[config.mk]
export PLATFORM = sky130hd
export DESIGN_NAME = wb_master_bridge
export DESIGN_NICKNAME = d
export VERILOG_FILES = /design/src/rtl/wb_pkg.sv /design/src/rtl/wb_master_timer.sv /design/src/rtl/wb_master_bridge.sv
export SDC_FILE = /design/constraint.sdc
export NUM_CORES = 1
export LEC_CHECK = 0
export CAP_MARGIN = 25
export CORE_UTILIZATION = 43
export CTS_BUF_LIST = sky130_fd_sc_hd__clkbuf_16
export CTS_CLUSTER_DIAMETER = 40
export DETAILED_ROUTE_END_ITERATION = 16
export PLACE_DENSITY = 0.85
export SYNTH_ARGS = -nofsm -noshare
export SYNTH_HDL_FRONTEND = slang
export SYNTH_SLANG_ARGS = --single-unit
[constraint.sdc]
create_clock -name wb_clk_i -period 8.2 [get_ports wb_clk_i]
set_clock_uncertainty 0.15 [all_clocks]
set_input_delay 1.64 -clock wb_clk_i [delete_from_list [all_inputs] [get_ports wb_clk_i]]
set_output_delay 1.64 -clock wb_clk_i [all_outputs]
set_load 0.005 [all_outputs]
[src/rtl/wb_pkg.sv]
// Shared definitions for the wishbone master bridge: FSM encoding and default sizes.
package wb_pkg;

    typedef enum logic [1:0] {
        IDLE = 2'd0,
        BUS  = 2'd1,
        RESP = 2'd2
    } wb_state_t;

    localparam int WB_AW              = 32;
    localparam int WB_DW              = 32;
    localparam int WB_TIMEOUT_CYCLES  = 255;

endpackage

[src/rtl/wb_master_timer.sv]
// 16-bit bus-cycle counter for the wishbone master watchdog.
// Flags the LIMIT-th consecutive enabled cycle since the last clear.
module wb_master_timer #(
    parameter int LIMIT = 255
) (
    input  logic i_clk,
    input  logic i_rst,
    input  logic i_clear,
    input  logic i_enable,
    output logic o_tc
);

    logic [15:0] r_count;

    always_ff @(posedge i_clk or posedge i_rst) begin
        if (i_rst) begin
            r_count <= '0;
        end else if (i_clear) begin
            r_count <= '0;
        end else if (i_enable) begin
            r_count <= r_count + 16'd1;
        end
    end

    // Terminal one cycle early so the abort lands on the LIMIT-th waiting edge.
    assign o_tc = i_enable && (r_count == 16'(LIMIT - 1));

endmodule

[src/rtl/wb_master_bridge.sv]
// Wishbone B4 classic single-transfer master driven by a valid/ready command stream.
// Optional bus watchdog compiled in with WB_MASTER_TIMEOUT_EN.
module wb_master_bridge
    import wb_pkg::*;
#(
    parameter int AW             = WB_AW,
    parameter int DW             = WB_DW,
    parameter int TIMEOUT_CYCLES = WB_TIMEOUT_CYCLES,
    localparam int SW            = DW / 8
) (
    input  logic          wb_clk_i,
    input  logic          wb_rst_i,
    input  logic          cmd_valid_i,
    output logic          cmd_ready_o,
    input  logic          cmd_we_i,
    input  logic [AW-1:0] cmd_adr_i,
    input  logic [DW-1:0] cmd_dat_i,
    input  logic [SW-1:0] cmd_sel_i,
    output logic          rsp_valid_o,
    input  logic          rsp_ready_i,
    output logic [DW-1:0] rsp_dat_o,
    output logic          rsp_err_o,
    output logic          wbm_cyc_o,
    output logic          wbm_stb_o,
    output logic          wbm_we_o,
    output logic [SW-1:0] wbm_sel_o,
    output logic [AW-1:0] wbm_adr_o,
    output logic [DW-1:0] wbm_dat_o,
    input  logic [DW-1:0] wbm_dat_i,
    input  logic          wbm_ack_i,
    input  logic          wbm_err_i,
    output logic          busy_o
);

    // Out-of-range parameters leave this named block in the elaborated hierarchy.
    if (TIMEOUT_CYCLES < 1 || TIMEOUT_CYCLES > 65535) begin : g_timeout_range_invalid
    end

    wb_state_t   r_state, w_state_nxt;
    logic        r_cmd_ready, w_cmd_ready_nxt;
    logic        r_rsp_valid, w_rsp_valid_nxt;
    logic [DW-1:0] r_rsp_dat, w_rsp_dat_nxt;
    logic        r_rsp_err, w_rsp_err_nxt;
    logic        r_cyc, w_cyc_nxt;
    logic        r_stb, w_stb_nxt;
    logic        r_we, w_we_nxt;
    logic [SW-1:0] r_sel, w_sel_nxt;
    logic [AW-1:0] r_adr, w_adr_nxt;
    logic [DW-1:0] r_dat, w_dat_nxt;
    logic        r_busy;

    logic w_accept;
    logic w_timeout;

    assign w_accept = (r_state == IDLE) && cmd_valid_i && r_cmd_ready;

`ifdef WB_MASTER_TIMEOUT_EN
    logic w_tc;

    wb_master_timer #(
        .LIMIT(TIMEOUT_CYCLES)
    ) u_timer (
        .i_clk   (wb_clk_i),
        .i_rst   (wb_rst_i),
        .i_clear (w_accept),
        .i_enable((r_state == BUS) && !wbm_ack_i && !wbm_err_i),
        .o_tc    (w_tc)
    );

    assign w_timeout = w_tc;
`else
    assign w_timeout = 1'b0;
`endif

    always_ff @(posedge wb_clk_i or posedge wb_rst_i) begin
        if (wb_rst_i) begin
            r_state     <= IDLE;
            r_cmd_ready <= 1'b0;
            r_rsp_valid <= 1'b0;
            r_rsp_dat   <= '0;
            r_rsp_err   <= 1'b0;
            r_cyc       <= 1'b0;
            r_stb       <= 1'b0;
            r_we        <= 1'b0;
            r_sel       <= '0;
            r_adr       <= '0;
            r_dat       <= '0;
            r_busy      <= 1'b0;
        end else begin
            r_state     <= w_state_nxt;
            r_cmd_ready <= w_cmd_ready_nxt;
            r_rsp_valid <= w_rsp_valid_nxt;
            r_rsp_dat   <= w_rsp_dat_nxt;
            r_rsp_err   <= w_rsp_err_nxt;
            r_cyc       <= w_cyc_nxt;
            r_stb       <= w_stb_nxt;
            r_we        <= w_we_nxt;
            r_sel       <= w_sel_nxt;
            r_adr       <= w_adr_nxt;
            r_dat       <= w_dat_nxt;
            r_busy      <= (w_state_nxt != IDLE);
        end
    end

    // Next-state and next-output values; every register holds unless its state moves it.
    always_comb begin
        w_state_nxt     = r_state;
        w_cmd_ready_nxt = r_cmd_ready;
        w_rsp_valid_nxt = r_rsp_valid;
        w_rsp_dat_nxt   = r_rsp_dat;
        w_rsp_err_nxt   = r_rsp_err;
        w_cyc_nxt       = r_cyc;
        w_stb_nxt       = r_stb;
        w_we_nxt        = r_we;
        w_sel_nxt       = r_sel;
        w_adr_nxt       = r_adr;
        w_dat_nxt       = r_dat;

        case (r_state)
            IDLE: begin
                w_cmd_ready_nxt = 1'b1;
                if (w_accept) begin
                    w_we_nxt        = cmd_we_i;
                    w_adr_nxt       = cmd_adr_i;
                    w_dat_nxt       = cmd_dat_i;
                    w_sel_nxt       = cmd_sel_i;
                    w_cyc_nxt       = 1'b1;
                    w_stb_nxt       = 1'b1;
                    w_cmd_ready_nxt = 1'b0;
                    w_state_nxt     = BUS;
                end
            end
            BUS: begin
                if (wbm_ack_i || wbm_err_i || w_timeout) begin
                    w_cyc_nxt       = 1'b0;
                    w_stb_nxt       = 1'b0;
                    w_rsp_valid_nxt = 1'b1;
                    w_rsp_err_nxt   = wbm_err_i || w_timeout;
                    // Error wins over a simultaneous ack, so data only passes on a clean read ack.
                    w_rsp_dat_nxt   = (wbm_ack_i && !wbm_err_i && !r_we) ? wbm_dat_i : '0;
                    w_state_nxt     = RESP;
                end
            end
            RESP: begin
                if (rsp_ready_i) begin
                    w_rsp_valid_nxt = 1'b0;
                    w_cmd_ready_nxt = 1'b1;
                    w_state_nxt     = IDLE;
                end
            end
            default: begin
                w_state_nxt = IDLE;
            end
        endcase
    end

    assign cmd_ready_o = r_cmd_ready;
    assign rsp_valid_o = r_rsp_valid;
    assign rsp_dat_o   = r_rsp_dat;
    assign rsp_err_o   = r_rsp_err;
    assign wbm_cyc_o   = r_cyc;
    assign wbm_stb_o   = r_stb;
    assign wbm_we_o    = r_we;
    assign wbm_sel_o   = r_sel;
    assign wbm_adr_o   = r_adr;
    assign wbm_dat_o   = r_dat;
    assign busy_o      = r_busy;

endmodule

# Yosys cells after proc, flatten, opt, wreduce, memory -nomap -nowiden

Cells that the tools add are included.

Add/subtract/negate cells: 0
Bitwise logic cells: 0
Muxes and demuxes: 14
Multipliers: 0
Order comparisons: 0
Shift-type cells: 0
Div/mod/pow operators: 0
Equal/unequal tests: 5
Reductions and logical operators: 17

Operators with widths:

| operator                                                         | count |
|---|---|
| 32-bit 2-to-1 mux                                                | 1 |
| 2-bit nonzero test                                               | 4 |
| 1-bit 2-to-1 mux                                                 | 6 |
| 2-bit 2-to-1 mux                                                 | 3 |
| 2-bit != test (second input constant)                            | 3 |
| 1-bit case mux with 2 select lines                               | 3 |
| 2-bit case mux with 3 select lines                               | 1 |
| 2-bit AND reduction                                              | 3 |
| 3-bit AND reduction                                              | 2 |
| 1-bit logical AND                                                | 4 |
| 2-bit by 1-bit == test with 1-bit output (second input constant) | 1 |
| 2-bit == test (second input constant)                            | 1 |
| 1-bit logical NOT                                                | 2 |
| 2-bit logical NOT                                                | 1 |
| 1-bit logical OR                                                 | 1 |

Flip-flop bits (word level): 108
Input bits: 107
Latch bits: 0
Bits in read-only memories: 0
Word-level logic and storage cells: 47
Output and inout bits: 107
Memories: 0
Memory bits (writable): 0

# Depth between registers and ports, before layout

Depth after elaboration: 6
Depth in mapped cells: 5
Depth with buffers taken out: 3

# Worst setup path after synthesis

OpenSTA, ideal clock, no wires.

Path type: in2reg
Start: in cmd_valid_i
End: reg r_adr[0], in the netlist wbm_adr_o[0]
Arrival: 2.373 ns
Cell stages on the path: 4
Setup time: 0.125 ns
Data required time: 7.925 ns
Path buffers: 2
Slack: 5.552 ns
Path through: and3_1 > buf_6 > buf_6 > mux2_4

Cells in the longest elaborated chain, start to end: 3

Ends and longest elaborated chain:

| item                            | line                   | source |
|---|---|---|
| from (decl)                     | wb_master_bridge.sv:13 | `input logic cmd_valid_i,` |
| 1-bit logical AND (2 in series) | wb_master_bridge.sv:55 | `assign w_accept = (r_state == IDLE) && cmd_valid_i && r_cmd_ready;` |
| 2-bit AND reduction (no line)   | --                     |  |
| to (signal assigned)            | wb_master_bridge.sv:99 | `r_adr <= w_adr_nxt;` |
| to (decl)                       | wb_master_bridge.sv:48 | `logic [AW-1:0] r_adr, w_adr_nxt;` |

Every way passes these cells.
A chain may end at the register's enable or synchronous reset.

# Final worst setup path

Start: in cmd_valid_i
End: reg r_adr[14], in the netlist wbm_adr_o[14]

Same word-level chain as after synthesis.

==> metrics list <==
- Clock Tree Root: sky130_fd_sc_hd__clkbuf_16
- Walking the worst path, the cells encountered are clkdlybuf4s50_1 -> and3_4 -> buf_4 -> mux2_4.
* Share of post-route cells with drive strength above 1: 21.4%
- Number of buffers inserted by hold repair at cts: 0
- Slowest cell delay on critical path: 820 ps
- Internal Pwr Total: 1.91 mW
- The detailed router placed 2890 vias in this run.
- Clock latency at the later pin of the worst-skew pair: 330 ps
- The library cells used most frequently in the layout, excluding fill and tap cells, are sky130_fd_sc_hd__clkdlybuf4s50_1 (213), sky130_fd_sc_hd__dfrtp_1 (108), sky130_fd_sc_hd__mux2_4 (69), sky130_fd_sc_hd__a22o_1 (24).
- Pin count of the biggest net entering global routing: 59
- Setup repair after global routing missed its margin: no
- Synthesis instantiated 22 different standard cells from the library.
- Fill cells: 684
- Number of DRC violations after detailed-routing iteration 0: 51
- Met3 routing resource usage after global routing: 5.54%
- Most area-hungry cell type in the Yosys netlist: sky130_fd_sc_hd__dfrtp_1
- Ranking of synthesized cells by area: sky130_fd_sc_hd__dfrtp_1 (63%), sky130_fd_sc_hd__mux2_4 (24%), sky130_fd_sc_hd__a22o_1 (4.9%)
* Die height: 102 µm
* Final setup violation count: 0
- Cells on worst reg2reg path: 4
- Tot Pwr: 2.61 mW
- Of the total synthesized cell area, the portion taken by AND, OR, NAND and NOR gates is 2.03%.
- Multiplexer cells account for 24.0% of the synthesized area.
- The worst setup path is launched from an input port.
- Averaged over all synthesized cells, the footprint is 17.6 µm².
- From synthesis to final layout, the design area changed by 57.9%.
- Max-cap violations in this run came to 0.
* Floorplan core area: 9730 µm²
- Global route hottest layer: met2
- Transition time of the tightest slew-check pin: 1010 ps
- The clock passes through at most 2 buffers.
- Setup total negative slack on the finished layout was measured at 0 ps.
* Pre-CTS setup slack: 4140 ps
* CP max FO: 56
- Smallest hold slack: 330 ps
- After Yosys synthesis, XOR and XNOR cells account for 0% of the synthesized area.
* Clock-pin slew on the worst setup and hold paths: 60 ps
- Status: finished clean
- Counting every net in the synthesized netlist gives 352.
- Of the total synthesized cell area, the portion taken by full adders, half adders and majority gates is 0%.
- Final WL: 10400 µm
* Met1 GRT Util: 24.5%
* Leftover overflow at the end of global routing: 0
* Pwr per Cell Area: 382 nW/µm²
- Counting every instance in the synthesized netlist gives 245.
- The startpoint identified for the worst hold timing path is rsp_valid_o.
- Post-CTS Resized: 0
- Placed wire-length estimate: 7570 µm
- Total number of H-tree levels: 3
- Area share of the largest cell type after synthesis: 62.6%
- The path with the worst hold slack has its endpoint at rsp_valid_o.
- In the post-route analysis, the smallest setup slack over all paths is 4490 ps.
- Highest Clock Rate: 270 MHz
- Remaining design rule violation count: 0
- On the critical path, the stage with the largest delay is an instance of sky130_fd_sc_hd__buf_4.
- Yosys printed 0 warnings.
* Required time of the critical path: 8260 ps
- The synthesized netlist devotes 7.80% of its cell area to compound gates.
- The worst pin sits at a relative slew slack of 33.0%.
- Power spent charging and discharging nets: 692 µW
- Once placement finished, the instance area stood at 6510 µm².
* Final critical-path share of the clock period: 45.2%
- The library cell used most frequently in the layout, excluding fill and tap cells, is sky130_fd_sc_hd__clkdlybuf4s50_1.
* Main combinational cell family by area after synthesis: multiplexers
- Global routing used 20.1% of the available tracks.
- VDD sags by at most 0.167 mV.
* Final antenna diode count: 0
- Of the synthesized area, sequential elements account for 62.6%.
- Type of the tightest min-delay check: flop to flop
- Via density: 4.86
- For this design, the sink count on the clock tree is 108.
- Hold-critical path depth: 2
- Reg power frac: 37.0%
- Number of global-route vias before repair: 3101
- The finished layout holds 595 standard cells, fillers aside.
- In this run the critical register-to-register path is captured at wbm_adr_o[14].
- The worst setup path is of the input port to flop kind.
- Number of buffers added for setup after CTS: 0
- Initial cell density of the core: 44.3%
* TritonCTS clock tree: yes
* Count of buffers inserted at the top-level ports: 213
- First-pass GRT wire length: 15900 µm
- Number of cell rows: 36
- Count of final hold-check violations: 0
* DRT Pass-1 Iters: 6
- Met2 track demand over resource in global routing: 35.1%
* Reg-to-reg startpoint: r_state[0]
- Final GP Congestion: 0.710
- Count of antenna-violating nets left after detailed routing: 0
- Clock tree synthesis inserted a total of 9 buffers.
* Flop and latch count out of synthesis: 108
- In the final design database the tool counted 565 nets.
* Setup crit end kind: flop
- Arrival @ worst endpoint: 3760 ps
- Static leakage: 3.02 nW
- Utilization after layout: 70.0%
* Switching power as a share of total power: 26.6%
- In this run, placement finished with an instance count of 580.
- Combinational cell fraction of total power: 45.9%
- The synthesized netlist occupies a cell area of 4310 µm².
- Boundary pin count: 214
- The number of slew-limit violations in the final report is 0.
- Drt wl/cell: 17.4 µm
- Fraction of power consumed by the clock network: 17.1%
- In this run the register-to-register setup slack is 5680 ps.
- Measured along the x axis, the die boundary spans 102 µm.
* Die Outline Area: 10400 µm²
- Initial antenna violation count: 0
- The finished cells cover 6810 µm².
- Subtracting the final worst setup slack from the clock period gives 3710 ps.
## kinds of logic after synthesis
family,after synthesis
AO/OA/AOI/OAI,38
buffers and inverters,17
flip-flops,108
multiplexers,69
AND/OR/NAND/NOR,13
## worst max-delay path by stage
stage | startpoint | end | slack [ps] | cells past startpoint
global route | cmd_valid_i | wbm_adr_o[25] | 4440 | 4
detailed placement | cmd_valid_i | wbm_adr_o[6] | 4140 | 4
global placement | cmd_valid_i | wbm_adr_o[28] | 4240 | 4
CTS | cmd_valid_i | wbm_adr_o[15] | 4490 | 4
floorplan | wb_rst_i | busy_o | 3560 | 1
finish | cmd_valid_i | wbm_adr_o[14] | 4490 | 4
## worst max-delay path, delay by kind of cell
kind | cells | cell delay (ps)
simple gates | 1 | 380
buf+inv | 2 | 1330
mux | 1 | 360
## final cells by class
class                      count  area [µm²]  share of cell area [%]
clock buffer                   9         225                    3.31
clock inverter                 6        82.6                    1.21
inverter                       2        10.0                   0.147
multi-input combinational    120        1470                    21.5
sequential                   108        2700                    39.7
tap                          133         166                    2.44
timing repair buffer         217        2160                    31.7
## synthesized netlist by cell type
master and count:
sky130_fd_sc_hd__clkbuf_1 2, sky130_fd_sc_hd__mux2_4 69, sky130_fd_sc_hd__buf_4 1, sky130_fd_sc_hd__inv_1 2, sky130_fd_sc_hd__nand2_1 4, sky130_fd_sc_hd__and3_1 1
sky130_fd_sc_hd__a21oi_1 1, sky130_fd_sc_hd__nand3b_1 2, sky130_fd_sc_hd__o21a_1 1, sky130_fd_sc_hd__o21ai_2 1, sky130_fd_sc_hd__nor4b_4 1, sky130_fd_sc_hd__and2b_1 1
sky130_fd_sc_hd__nor2_1 1, sky130_fd_sc_hd__dfrtp_1 108, sky130_fd_sc_hd__nand3_1 2, sky130_fd_sc_hd__a22o_1 24, sky130_fd_sc_hd__buf_6 11, sky130_fd_sc_hd__buf_2 1
sky130_fd_sc_hd__nand2b_1 1, sky130_fd_sc_hd__a22o_2 9, sky130_fd_sc_hd__a21o_1 1, sky130_fd_sc_hd__o31ai_1 1
## routing by layer
layer | part of all wire [%] | vias to the layer above
li1 | - | 1304
met4 | 0.97 | 0
met5 | 0 | -
met1 | 41 | 1456
met3 | 6.9 | 10
met2 | 51 | 120
## state kept, by name (all words and copies together) (netlist names)
signal	flops
cmd_ready_o	1
wbm_we_o	1
rsp_dat_o	32
rsp_valid_o	1
wbm_sel_o	4
busy_o	1
wbm_stb_o	1
wbm_adr_o	32
r_state	2
wbm_dat_o	32
rsp_err_o	1
## power by group through the flow
stage / logic [mW] / clock network [mW] / registers (mW)
final: 1.20 / 0.446 / 0.964
after global routing: 1.28 / 0.481 / 0.997
after CTS: 1.21 / 0.455 / 0.967
after detailed placement: 1.21 / 0 / 0.967
after global placement: 1.17 / 0 / 0.959
after floorplan: 0.547 / 0 / 0.965
Note: power is estimated with default switching activity, not from simulation.
